--- config.mk ---
export PLATFORM = sky130hd
export DESIGN_NAME = vga_cfg_regbank
export DESIGN_NICKNAME = d
export VERILOG_FILES = /design/src/rtl/vga_cfg_regbank.sv
export SDC_FILE = /design/constraint.sdc
export NUM_CORES = 1
export LEC_CHECK = 0
export ABC_AREA = 1
export CORE_MARGIN = 2
export CORE_UTILIZATION = 51
export DETAILED_ROUTE_END_ITERATION = 8
export MAX_ROUTING_LAYER = met4
export PLACE_DENSITY = 0.83
export SETUP_SLACK_MARGIN = 0.3
export SKIP_LAST_GASP = 1
export SLEW_MARGIN = 20
export SYNTH_ARGS = -nofsm -noshare
export SYNTH_HDL_FRONTEND = slang
export SYNTH_SLANG_ARGS = --single-unit
export TNS_END_PERCENT = 5
--- constraint.sdc ---
create_clock -name clk -period 1.4 [get_ports clk]
set_input_delay 0.28 -clock clk [delete_from_list [all_inputs] [get_ports clk]]
set_output_delay 0.28 -clock clk [all_outputs]
set_load 0.05 [all_outputs]
--- src/rtl/vga_cfg_regbank.sv ---
// ---------------------------------------------------------------------------
// vga_cfg_regbank
//
// Purpose:
//   Shadow/active configuration register bank for the VGA pixel stage.
//   Writes from address_decoder land in a 16 x 4-bit shadow bank over a
//   valid/ack handshake. A write to COMMIT_ADDR arms a commit. The active
//   registers are refreshed from the shadow bank only on the next
//   frame_start, so the picture never changes mid-frame.
//
// Optional feature (compile-time macro CFG_WRITE_LOCK_EN):
//   Address 4'hD becomes a lock register (data[0]=1 locks). While locked,
//   writes to 0..12 and COMMIT_ADDR are dropped but still acked, and
//   lock_violation pulses together with ack. Without the macro, 4'hD is an
//   ordinary general register and lock_violation is constant 0.
//
// Ports:
//   clk            in   system clock (shared with address_decoder)
//   rst            in   synchronous active-high reset
//   valid          in   write request, held until ack is seen
//   address[3:0]   in   register index
//   data[3:0]      in   register write data
//   frame_start    in   one-cycle pulse at start of vertical blanking
//   ack            out  one-cycle write acknowledge
//   mode[3:0]      out  active reg 0
//   fg_rgb[11:0]   out  active {reg1, reg2, reg3}
//   bg_rgb[11:0]   out  active {reg4, reg5, reg6}
//   pattern[3:0]   out  active reg 7
//   commit_pending out  commit armed, waiting for frame_start
//   commit_done    out  one-cycle pulse when the active bank was updated
//   lock_violation out  one-cycle pulse on a write dropped by the lock
//
// Handshake FSM:
//   state    | meaning
//   IDLE     | waiting for valid; write performed on the accepting edge
//   ACK      | ack high for this single cycle
//   WAIT_LOW | request served, waiting for valid to drop
// ---------------------------------------------------------------------------
`timescale 1ns/1ps

module vga_cfg_regbank #(
    parameter logic [3:0]  COMMIT_ADDR = 4'hF,
    parameter logic [11:0] RESET_FG    = 12'hFFF,
    parameter logic [11:0] RESET_BG    = 12'h000
) (
    input  logic        clk,
    input  logic        rst,
    input  logic        valid,
    input  logic [3:0]  address,
    input  logic [3:0]  data,
    input  logic        frame_start,
    output logic        ack,
    output logic [3:0]  mode,
    output logic [11:0] fg_rgb,
    output logic [11:0] bg_rgb,
    output logic [3:0]  pattern,
    output logic        commit_pending,
    output logic        commit_done,
    output logic        lock_violation
);

    typedef enum logic [1:0] {
        IDLE,
        ACK,
        WAIT_LOW
    } state_t;

    state_t     state;
    logic [3:0] shadow [0:15];
    logic       write_blocked;

`ifdef CFG_WRITE_LOCK_EN
    localparam logic [3:0] LOCK_ADDR = 4'hD;

    logic locked;

    // The lock register itself stays writable so a locked bank can be freed.
    assign write_blocked = locked && (address != LOCK_ADDR) &&
                           ((address <= 4'd12) || (address == COMMIT_ADDR));
`else
    assign write_blocked  = 1'b0;
    assign lock_violation = 1'b0;
`endif

    always_ff @(posedge clk) begin
        if (rst) begin
            state          <= IDLE;
            ack            <= 1'b0;
            commit_pending <= 1'b0;
            commit_done    <= 1'b0;
            for (int i = 0; i < 16; i++) begin
                shadow[i] <= 4'h0;
            end
            shadow[1]      <= RESET_FG[11:8];
            shadow[2]      <= RESET_FG[7:4];
            shadow[3]      <= RESET_FG[3:0];
            shadow[4]      <= RESET_BG[11:8];
            shadow[5]      <= RESET_BG[7:4];
            shadow[6]      <= RESET_BG[3:0];
            mode           <= 4'h0;
            fg_rgb         <= RESET_FG;
            bg_rgb         <= RESET_BG;
            pattern        <= 4'h0;
`ifdef CFG_WRITE_LOCK_EN
            locked         <= 1'b0;
            lock_violation <= 1'b0;
`endif
        end else begin
            ack         <= 1'b0;
            commit_done <= 1'b0;
`ifdef CFG_WRITE_LOCK_EN
            lock_violation <= 1'b0;
`endif

            // The copy reads the pre-edge shadow values, so a write landing
            // on the same edge waits for the next commit. The pending flag
            // tested here is also the pre-edge one: a commit write on this
            // edge only arms the following frame.
            if (frame_start && commit_pending) begin
                mode           <= shadow[0];
                fg_rgb         <= {shadow[1], shadow[2], shadow[3]};
                bg_rgb         <= {shadow[4], shadow[5], shadow[6]};
                pattern        <= shadow[7];
                commit_pending <= 1'b0;
                commit_done    <= 1'b1;
            end

            case (state)
                IDLE: begin
                    if (valid) begin
                        ack   <= 1'b1;
                        state <= ACK;
`ifdef CFG_WRITE_LOCK_EN
                        lock_violation <= write_blocked;
`endif
                        if (!write_blocked) begin
                            // Placed after the copy so a re-armed commit
                            // overrides the clear of the frame just served.
                            if (address == COMMIT_ADDR) begin
                                commit_pending <= 1'b1;
`ifdef CFG_WRITE_LOCK_EN
                            end else if (address == LOCK_ADDR) begin
                                locked <= data[0];
`endif
                            end else begin
                                shadow[address] <= data;
                            end
                        end
                    end
                end
                ACK: begin
                    state <= WAIT_LOW;
                end
                WAIT_LOW: begin
                    if (!valid) begin
                        state <= IDLE;
                    end
                end
                default: begin
                    state <= IDLE;
                end
            endcase
        end
    end

endmodule
==> out/qor.txt, run 1 <==
Status -> completed
H-tree lvl count -> 3
Final setup viols -> 0
Horiz. Die Dim -> 76.1 µm
Placer Congestion -> 0.867
RSZ-0062 raised after global routing -> true
Vias in the first global route -> 2,155
Startpoint types -> register
Fin crit period -> 1330 ps
Switch share -> 0.233
Worst setup path class -> register to register
Final hold violation count -> 0
Clock root buffer -> clkbuf_8
Routed via count -> 2,092
Dominant synthesized flop cell -> dfxtp_1
Critical Path End Type -> register
Hold Path Class -> input pin to register
Setup TNS -> 0 ps
Clock buffer count from CTS -> 9
Placed inst area -> 3690 µm²
Clock skew -> 5.37 ps
Hold Buf Count CTS -> 0
Average wire per standard cell -> 14.2 µm
Synth Area per Inst -> 9.83 µm²
Worst EP arrival -> 1400 ps
TritonCTS clock tree -> yes
Crit-path max FO -> 7
Die height -> 76.1 µm
Filler cells -> 304
Post-layout util -> 0.784
Clock power share -> 0.372
Max stage delay on crit path -> 340 ps
Final worst slack -> 73.3 ps
Synth async-reset ratio -> 0
Clock buffer depth -> 2
Largest area contributor in the netlist -> edfxtp_1
Clock Latency Late Sink -> 340 ps
Crit path cell chain -> nor2_4, nand3_2, nor2_4, buf_6, nand3_2
Final nets -> 352
Vias per cell -> 5.04
Synth warnings -> 0
ANT nets after route -> 0
PwrDens -> 1010 nW/µm²
Num rows -> 26
Slew Limit Fails -> 0
Slowest CP cell -> dfxtp_2
Layout cells sized above 1 -> 0.313
Net Count, Synth -> 282
Pwr Total -> 0.00402 W
Count of input and output buffers -> 46
Post-DP HPWL -> 4020 µm
Post-Syn Instances -> 270
Die ar. -> 5800 µm²
Detailed-route wire length -> 5880 µm
Fin area -> 3980 µm²
Synth area leaders -> edfxtp_1 36%, dfxtp_1 28%, nor2_1 9.5%
Core ar. -> 5070 µm²
CTS clk-pin slew, worst paths -> 70 ps
GR Overflow Total -> 0
Worst Setup Slack post-DPL -> -369 ps
Largest net degree at the start of global routing -> 34
Initial DRC count -> 132
Combinational share of power -> 0.089
Fin crit share -> 0.948
Starting Density -> 0.523
Drt first pass iters -> 4
Synth top area share -> 0.362
NetSw -> 0.000935 W
P_int -> 0.00308 W
Clock Sink Count -> 69
Initial antenna violation count -> 0
Drc violations -> 0
Yosys reg bits -> 69
Antenna Cells -> 0
Worst path bufs/invs -> 1
Yosys cell types -> 25
Overall Global Routing Usage -> 0.230
Syn Std Cell Area -> 2650 µm²
Peak supply drop -> 810 µV
Layout area overhead -> 50.0%
First-pass GRT wire length -> 9940 µm
Seq pwr share -> 0.539
CP required -> 1470 ps
Sequential area share after synthesis -> 0.641
Top delay family on crit path -> simple AND/OR/NAND/NOR gates
Max-cap violations -> 0
I/O Pins -> 48
EDFF count, synth -> 32
Leakage power -> 1.63 nW
F_max -> 754 MHz
## worst paths after layout
check | end | start | slack (ps) | depth (start not counted)
max reg2reg | shadow[1][2] | state[1] | 70 | 5
min reg2reg | fg_rgb[11] | shadow[1][3] | 450 | 2
max | shadow[1][2] | state[1] | 70 | 5
min | commit_pending | rst | 380 | 3
## kinds of logic after synthesis
family	synth area share
buf+inv	0.0429
compound gates	0.0443
other cells	0.00141
flops	0.641
simple gates	0.270
## cells in the mapped netlist, types with 3 or more instances
master	number
buf_2	6
clkbuf_1	3
dfxtp_1	37
edfxtp_1	32
inv_1	11
inv_2	4
nand2_1	44
nand3_1	21
nand3_4	4
nand4_1	4
nor2_1	67
nor2_2	5
o21ai_0	5
o21ai_1	16
## through the flow
step / hold slack, ps / instances
2_1_floorplan: 339 / 270
3_3_place_gp: 433 / 393
3_5_place_dp: 436 / 393
4_1_cts: 365 / 415
5_1_grt: 402 / 415
6_report: 381 / 415
## flip-flops by register name, indices dropped and copies added, names as in the netlist
name / count
shadow: 32
bg_rgb: 12
fg_rgb: 12
mode: 4
pattern: 4
state: 2
ack: 1
commit_done: 1
commit_pending: 1
## power groups by stage
stage / sequential, W / combinational, W / clock [W]
3_5_place_dp: 0.00221 / 0.000326 / 0
5_1_grt: 0.00217 / 0.000384 / 0.00159
6_report: 0.00216 / 0.000359 / 0.00149
3_3_place_gp: 0.00221 / 0.000315 / 0
4_1_cts: 0.00216 / 0.000353 / 0.00151
2_1_floorplan: 0.00223 / 0.000157 / 0
## worst min-delay path: cells and delay by family
family                 cells  cell delay, ps
buffers and inverters      2             370
AO/OA/AOI/OAI              1              30
## layout by cell type, fill, tap and decap left out, types with 2 or more instances in the layout
cell,Yosys,routed
dfxtp_1,37,34
edfxtp_1,32,32
dlygate4sd2_1,0,6
clkbuf_1,3,2
nor2_4,1,3
nand2_1,44,35
inv_1,11,10
nand2_4,1,7
clkinv_2,0,2
o21ai_1,16,16
nand2_2,1,4
clkdlybuf4s50_1,0,5
clkbuf_8,0,10
o21ai_0,5,5
nor2_1,67,65
nor2_2,5,5
inv_2,4,5
nand4_1,4,4
buf_4,1,19
dfxtp_4,0,2
buf_12,0,37
nand3_1,21,19
nand3_4,4,4
nand3_2,0,2
buf_6,0,3
## per-layer routing
layer	vias up	wire, µm	track usage
met4	0	164	0.120
met2	75	3290	0.419
li1	1018	-	-
met5	-	0	-
met3	21	310	0.0616
met1	978	2110	0.222
## layout make-up
cell class                 instances  area, µm²  share of cell area
sequential                        69       1710               0.430
multi-input combinational        174        916               0.230
clock inverter                     3       16.3             0.00409
clock buffer                      13        170              0.0428
tap                               70       87.6              0.0220
inverter                          16       60.1              0.0151
timing repair buffer              70       1020               0.256
## timing repair
| item | in CTS | in global routing |
|---|---|---|
| resized for setup | 22 | 1 |
| setup buffers | 6 | 0 |
| pin swaps | 7 | 0 |
| endpoints found under the setup margin | 118 | 129 |
Note: power is estimated with default switching activity, not from simulation.
==> run 2: changes to the inputs <==
- CAP_MARGIN: unset -> 30
- SKIP_CTS_REPAIR_TIMING: unset -> 1
==> out/qor.txt, run 2 (synthesis gave the netlist of run 1 again) <==
TritonCTS clock tree -> yes
Overall Global Routing Usage -> 0.214 (-0.0156)
Startpoint types -> register
Clock Sink Count -> 69 (unchanged)
Horiz. Die Dim -> 76.1 µm (unchanged)
Core ar. -> 5070 µm² (unchanged)
Vias in the first global route -> 2,062 (-4.3%)
ANT nets after route -> 0 (unchanged)
FF-to-FF Start -> state[0]
I/O Pins -> 48 (unchanged)
Die ar. -> 5800 µm² (unchanged)
Pwr Total -> 0.00403 W (+0.26%)
Clock Latency Late Sink -> 340 ps (about the same)
Max-cap violations -> 0 (unchanged)
PwrDens -> 1010 nW/µm² (-0.40%)
M1 GR Usage -> 0.214 (-0.00790)
Vias per cell -> 5.03 (-0.14%)
Largest registers -> shadow (32), bg_rgb (12), fg_rgb (12)
CTS clk-pin slew, worst paths -> 70 ps (about the same)
Average wire per standard cell -> 14.5 µm (+2.5%)
Antenna Cells -> 0 (unchanged)
Grt met3 use -> 0.0640 (+0.00237)
Starting Density -> 0.523 (unchanged)
GR Overflow Total -> 0 (unchanged)
Clock root buffer -> clkbuf_8
Fin crit period -> 1350 ps (+21.8 ps)
Clock buffer depth -> 2 (unchanged)
Layout cells sized above 1 -> 0.313 (unchanged)
Drt first pass iters -> 5 (+1)
Origin of the worst setup path -> state[0]
Count of input and output buffers -> 46 (unchanged)
H-tree lvl count -> 3 (unchanged)
CP required -> 1450 ps (-20 ps)
Most frequent cells in the layout -> 65 x nor2_1, 38 x buf_12, 34 x nand2_1, 34 x dfxtp_1, 32 x edfxtp_1
FF-to-FF path depth -> 6 (+1)
Post-DP HPWL -> 4020 µm (unchanged)
Num rows -> 26 (unchanged)
Final setup viols -> 0 (unchanged)
Hold Path Origin -> rst
Grt peak-use layer -> met2
F_max -> 742 MHz (-1.6%)
Routed via count -> 2,089 (-0.14%)
Commonest non-fill, non-tap cell in the layout -> nor2_1
First-pass GRT wire length -> 9350 µm (-6.0%)
Fin crit share -> 0.963 (+0.0156)
Final nets -> 352 (unchanged)
Placer Congestion -> 0.867 (unchanged)
Die height -> 76.1 µm (unchanged)
RSZ-0062 raised after global routing -> true
Critical Path End Type -> register
Initial antenna violation count -> 0 (unchanged)
Worst hold path depth -> 3 (unchanged)
Detailed-route wire length -> 6030 µm (+2.5%)
Clock buffer count from CTS -> 9 (unchanged)
Slew Limit Fails -> 0 (unchanged)
Worst EP arrival -> 1400 ps (about the same)
Setup TNS -> 0 ps (unchanged)
Hold Path Class -> input pin to register
Max reg flops -> 32 (unchanged)
Layout area overhead -> 51.0%
Initial DRC count -> 170 (+29%)
Final hold violation count -> 0 (unchanged)
Drc violations -> 0 (unchanged)
Peak supply drop -> 812 µV (+0.27%)
Met2 Usage GRT -> 0.383 (-0.0357)
Largest net degree at the start of global routing -> 34 (unchanged)
Leakage power -> 1.66 nW (+2.2%)
Largest Register -> shadow
Status -> completed
Crit-path max FO -> 5 (-2)
Clock skew -> 7.01 ps (+1.64 ps)
Worst setup path class -> register to register
-- run 2: cell count changes in the layout (fill, tap and decap cells not counted), sizes merged --
cell          previous run  this run
dlymetal6s2s             0         6
dlygate4sd2              6         0
-- run 2: per-layer routing --
layer	wire [µm]	share of wire	up-vias
met2	3280	0.54	63
li1	-	-	1023
met5	0	0	-
met3	313	0.052	11
met4	133	0.022	0
met1	2300	0.38	992
-- run 2: area by class of cell --
class | instances | area [µm²]
multi-input cells | 174 | 911
well taps | 70 | 87.6
clock buffers | 13 | 170
clock inverters | 3 | 16.3
fillers | 300 | 1070
repair buffers | 70 | 1050
flip-flops and latches | 69 | 1710
inverters | 16 | 60.1
-- run 2: per-stage QoR --
| stage | hold WS [ps] | worst slack [ps] | area, µm² | utilization | instances |
|---|---|---|---|---|---|
| after detailed placement | 436 | -369 | 3690 | 0.728 | 393 |
| after floorplan | 339 | 207 | 2690 | - | 270 |
| after CTS | 454 | -15.3 | 3880 | 0.765 | 409 |
| final | 269 | 51.5 | 4010 | 0.789 | 415 |
| after global placement | 433 | -292 | 3690 | 0.728 | 393 |
| after global routing | 292 | -4.27 | 4010 | 0.789 | 415 |
-- run 2: power by group --
group          switching, W  internal (W)  leakage, nW
Sequential        0.0000233       0.00214        0.592
Combinational      0.000214      0.000151        0.971
Clock              0.000702      0.000796       0.0989
Total              0.000939       0.00309         1.66
-- run 2: path summary, 6_finish.rpt --
kind / end / slack, ps
hold reg to reg: fg_rgb[9] / 450
setup / recovery: shadow[4][3] / 50
setup reg to reg: shadow[4][3] / 50
hold / removal: commit_pending / 270
-- run 2: worst max-delay path, cell delays in order, from the launching register on --
cell	delay (ps)
dfxtp_2	340
inv_1	80
nand2_2	100
nor2_8	180
buf_12	140
nand3_4	90
nand2_2	120
==> run 3: changes to the inputs <==
- CORE_ASPECT_RATIO: unset -> 1.75
==> out/qor.txt, run 3 (synthesis gave the netlist of run 1 again) <==
Status -> completed
Clock buffer count from CTS -> 9 (unchanged)
Worst setup path class -> register to register
Slew Limit Fails -> 0 (unchanged)
Layout area overhead -> 51.3%
Die height -> 99.4 µm (+31%)
Max-cap violations -> 0 (unchanged)
Pwr Total -> 0.00406 W (+0.72%)
Layout cells sized above 1 -> 0.345 (+0.0318)
Average wire per standard cell -> 15.0 µm (+3.6%)
Final setup viols -> 0 (unchanged)
Placer Congestion -> 0.851 (-1.8%)
Clock Sink Count -> 69 (unchanged)
Leakage power -> 1.67 nW (+0.44%)
Most frequent cells in the layout -> 58 x nor2_1, 37 x buf_12, 34 x nand2_1, 34 x dfxtp_1, 32 x edfxtp_1
Placed inst area -> 3720 µm² (+0.68%)
Max reg flops -> 32 (unchanged)
Clock buffer depth -> 2 (unchanged)
Startpoint types -> register
I/O Pins -> 48 (unchanged)
Crit path cell chain -> inv_2, nand2_4, nor2_8, nand3b_4, buf_6, nor2_1
CTS clk-pin slew, worst paths -> 70 ps (about the same)
ANT nets after route -> 0 (unchanged)
Num rows -> 34 (+31%)
Antenna Cells -> 0 (unchanged)
Setup TNS -> 0 ps (unchanged)
Hold_ws -> 260 ps (-8.35 ps)
Final nets -> 355 (+0.85%)
GR Overflow Total -> 0 (unchanged)
Detailed-route wire length -> 6050 µm (+0.33%)
Vias per cell -> 5.30 (+5.4%)
Fin crit period -> 1260 ps (-86.3 ps)
Clock root buffer -> clkbuf_8
TritonCTS clock tree -> yes
Count of input and output buffers -> 46 (unchanged)
Core ar. -> 4980 µm² (-1.9%)
Slowest CP cell -> dfxtp_2
PwrDens -> 1010 nW/µm² (+0.50%)
RSZ-0062 raised after global routing -> true
Worst path bufs/invs -> 2 (unchanged)
Final hold violation count -> 0 (unchanged)
Commonest non-fill, non-tap cell in the layout -> nor2_1
Fin crit share -> 0.902 (-0.0616)
Worst EP arrival -> 1460 ps (+60 ps)
Routed via count -> 2,132 (+2.1%)
Largest net degree at the start of global routing -> 33 (-2.9%)
Die ar. -> 5820 µm² (+0.39%)
Post-DP HPWL -> 4130 µm (+2.9%)
H-tree lvl count -> 3 (unchanged)
Top delay family on crit path -> simple AND/OR/NAND/NOR gates
Setup slack, reg-to-reg -> 140 ps (+90 ps)
Starting Density -> 0.533 (+0.0103)
CP required -> 1600 ps (+150 ps)
Largest Register -> shadow
Hold Path Class -> input pin to register
Initial DRC count -> 66 (-61%)
Initial antenna violation count -> 0 (unchanged)
F_max -> 792 MHz (+6.8%)
Fin area -> 4020 µm² (+0.22%)
Overall Global Routing Usage -> 0.227 (+0.0129)
Vias in the first global route -> 2,098 (+1.7%)
Largest registers -> shadow (32), bg_rgb (12), fg_rgb (12)
Drt first pass iters -> 6 (+1)
Horiz. Die Dim -> 58.5 µm (-23%)
Drc violations -> 0 (unchanged)
Max stage delay on crit path -> 350 ps (about the same)
Crit-path max FO -> 5 (unchanged)
Clock Latency Late Sink -> 350 ps (about the same)
Peak supply drop -> 1420 µV (+75%)
Clock skew -> 3.93 ps (-3.08 ps)
First-pass GRT wire length -> 9470 µm (+1.3%)
Critical Path End Type -> register
## run 3: cell count changes in the layout (fill, tap and decap cells not counted), sizes merged
| cell | previous run | this run |
|---|---|---|
| inv | 16 | 17 |
| nor2 | 74 | 75 |
| clkinv | 3 | 2 |
| buf | 59 | 61 |
## run 3: final timing paths
check          startpoint  depth (start not counted)             end
min reg2reg  shadow[2][3]                          2       fg_rgb[7]
max              state[0]                          6    shadow[7][1]
min                   rst                          3  commit_pending
max reg2reg      state[0]                          6    shadow[7][1]
## run 3: worst register-to-register path, cell delays in order, from the launching register on
cell,delay (ps)
dfxtp_2,350
inv_2,90
nand2_4,90
nor2_8,210
nand3b_4,130
buf_6,140
nor2_1,110
## run 3: per-layer routing
layer / up-vias / part of all wire / track usage
li1: 1029 / - / -
met1: 1006 / 0.34 / 0.233
met2: 83 / 0.58 / 0.388
met3: 14 / 0.052 / 0.0611
met4: 0 / 0.029 / 0.109
met5: - / 0 / -
## run 3: power by group
group | switching, W | internal [W] | total (W)
registers | 0.0000239 | 0.00214 | 0.00217
logic | 0.000224 | 0.000150 | 0.000375
clock network | 0.000721 | 0.000795 | 0.00152
total | 0.000969 | 0.00309 | 0.00406
## run 3: cell type report
type,count,area (µm²)
Sequential cell,69,1710
Timing Repair Buffer,72,1050
Fill cell,273,962
Multi-Input combinational cell,175,937
Clock buffer,13,170
Tap cell,54,67.6
Inverter,16,62.6
Clock inverter,3,16.3
## run 3: stage by stage
stage,instances,setup WS [ps],util
after floorplan,270,207,-
after global placement,383,-253,0.747
after detailed placement,383,-298,0.747
after CTS,399,67.0,0.785
after global routing,402,109,0.807
final,402,138,0.807
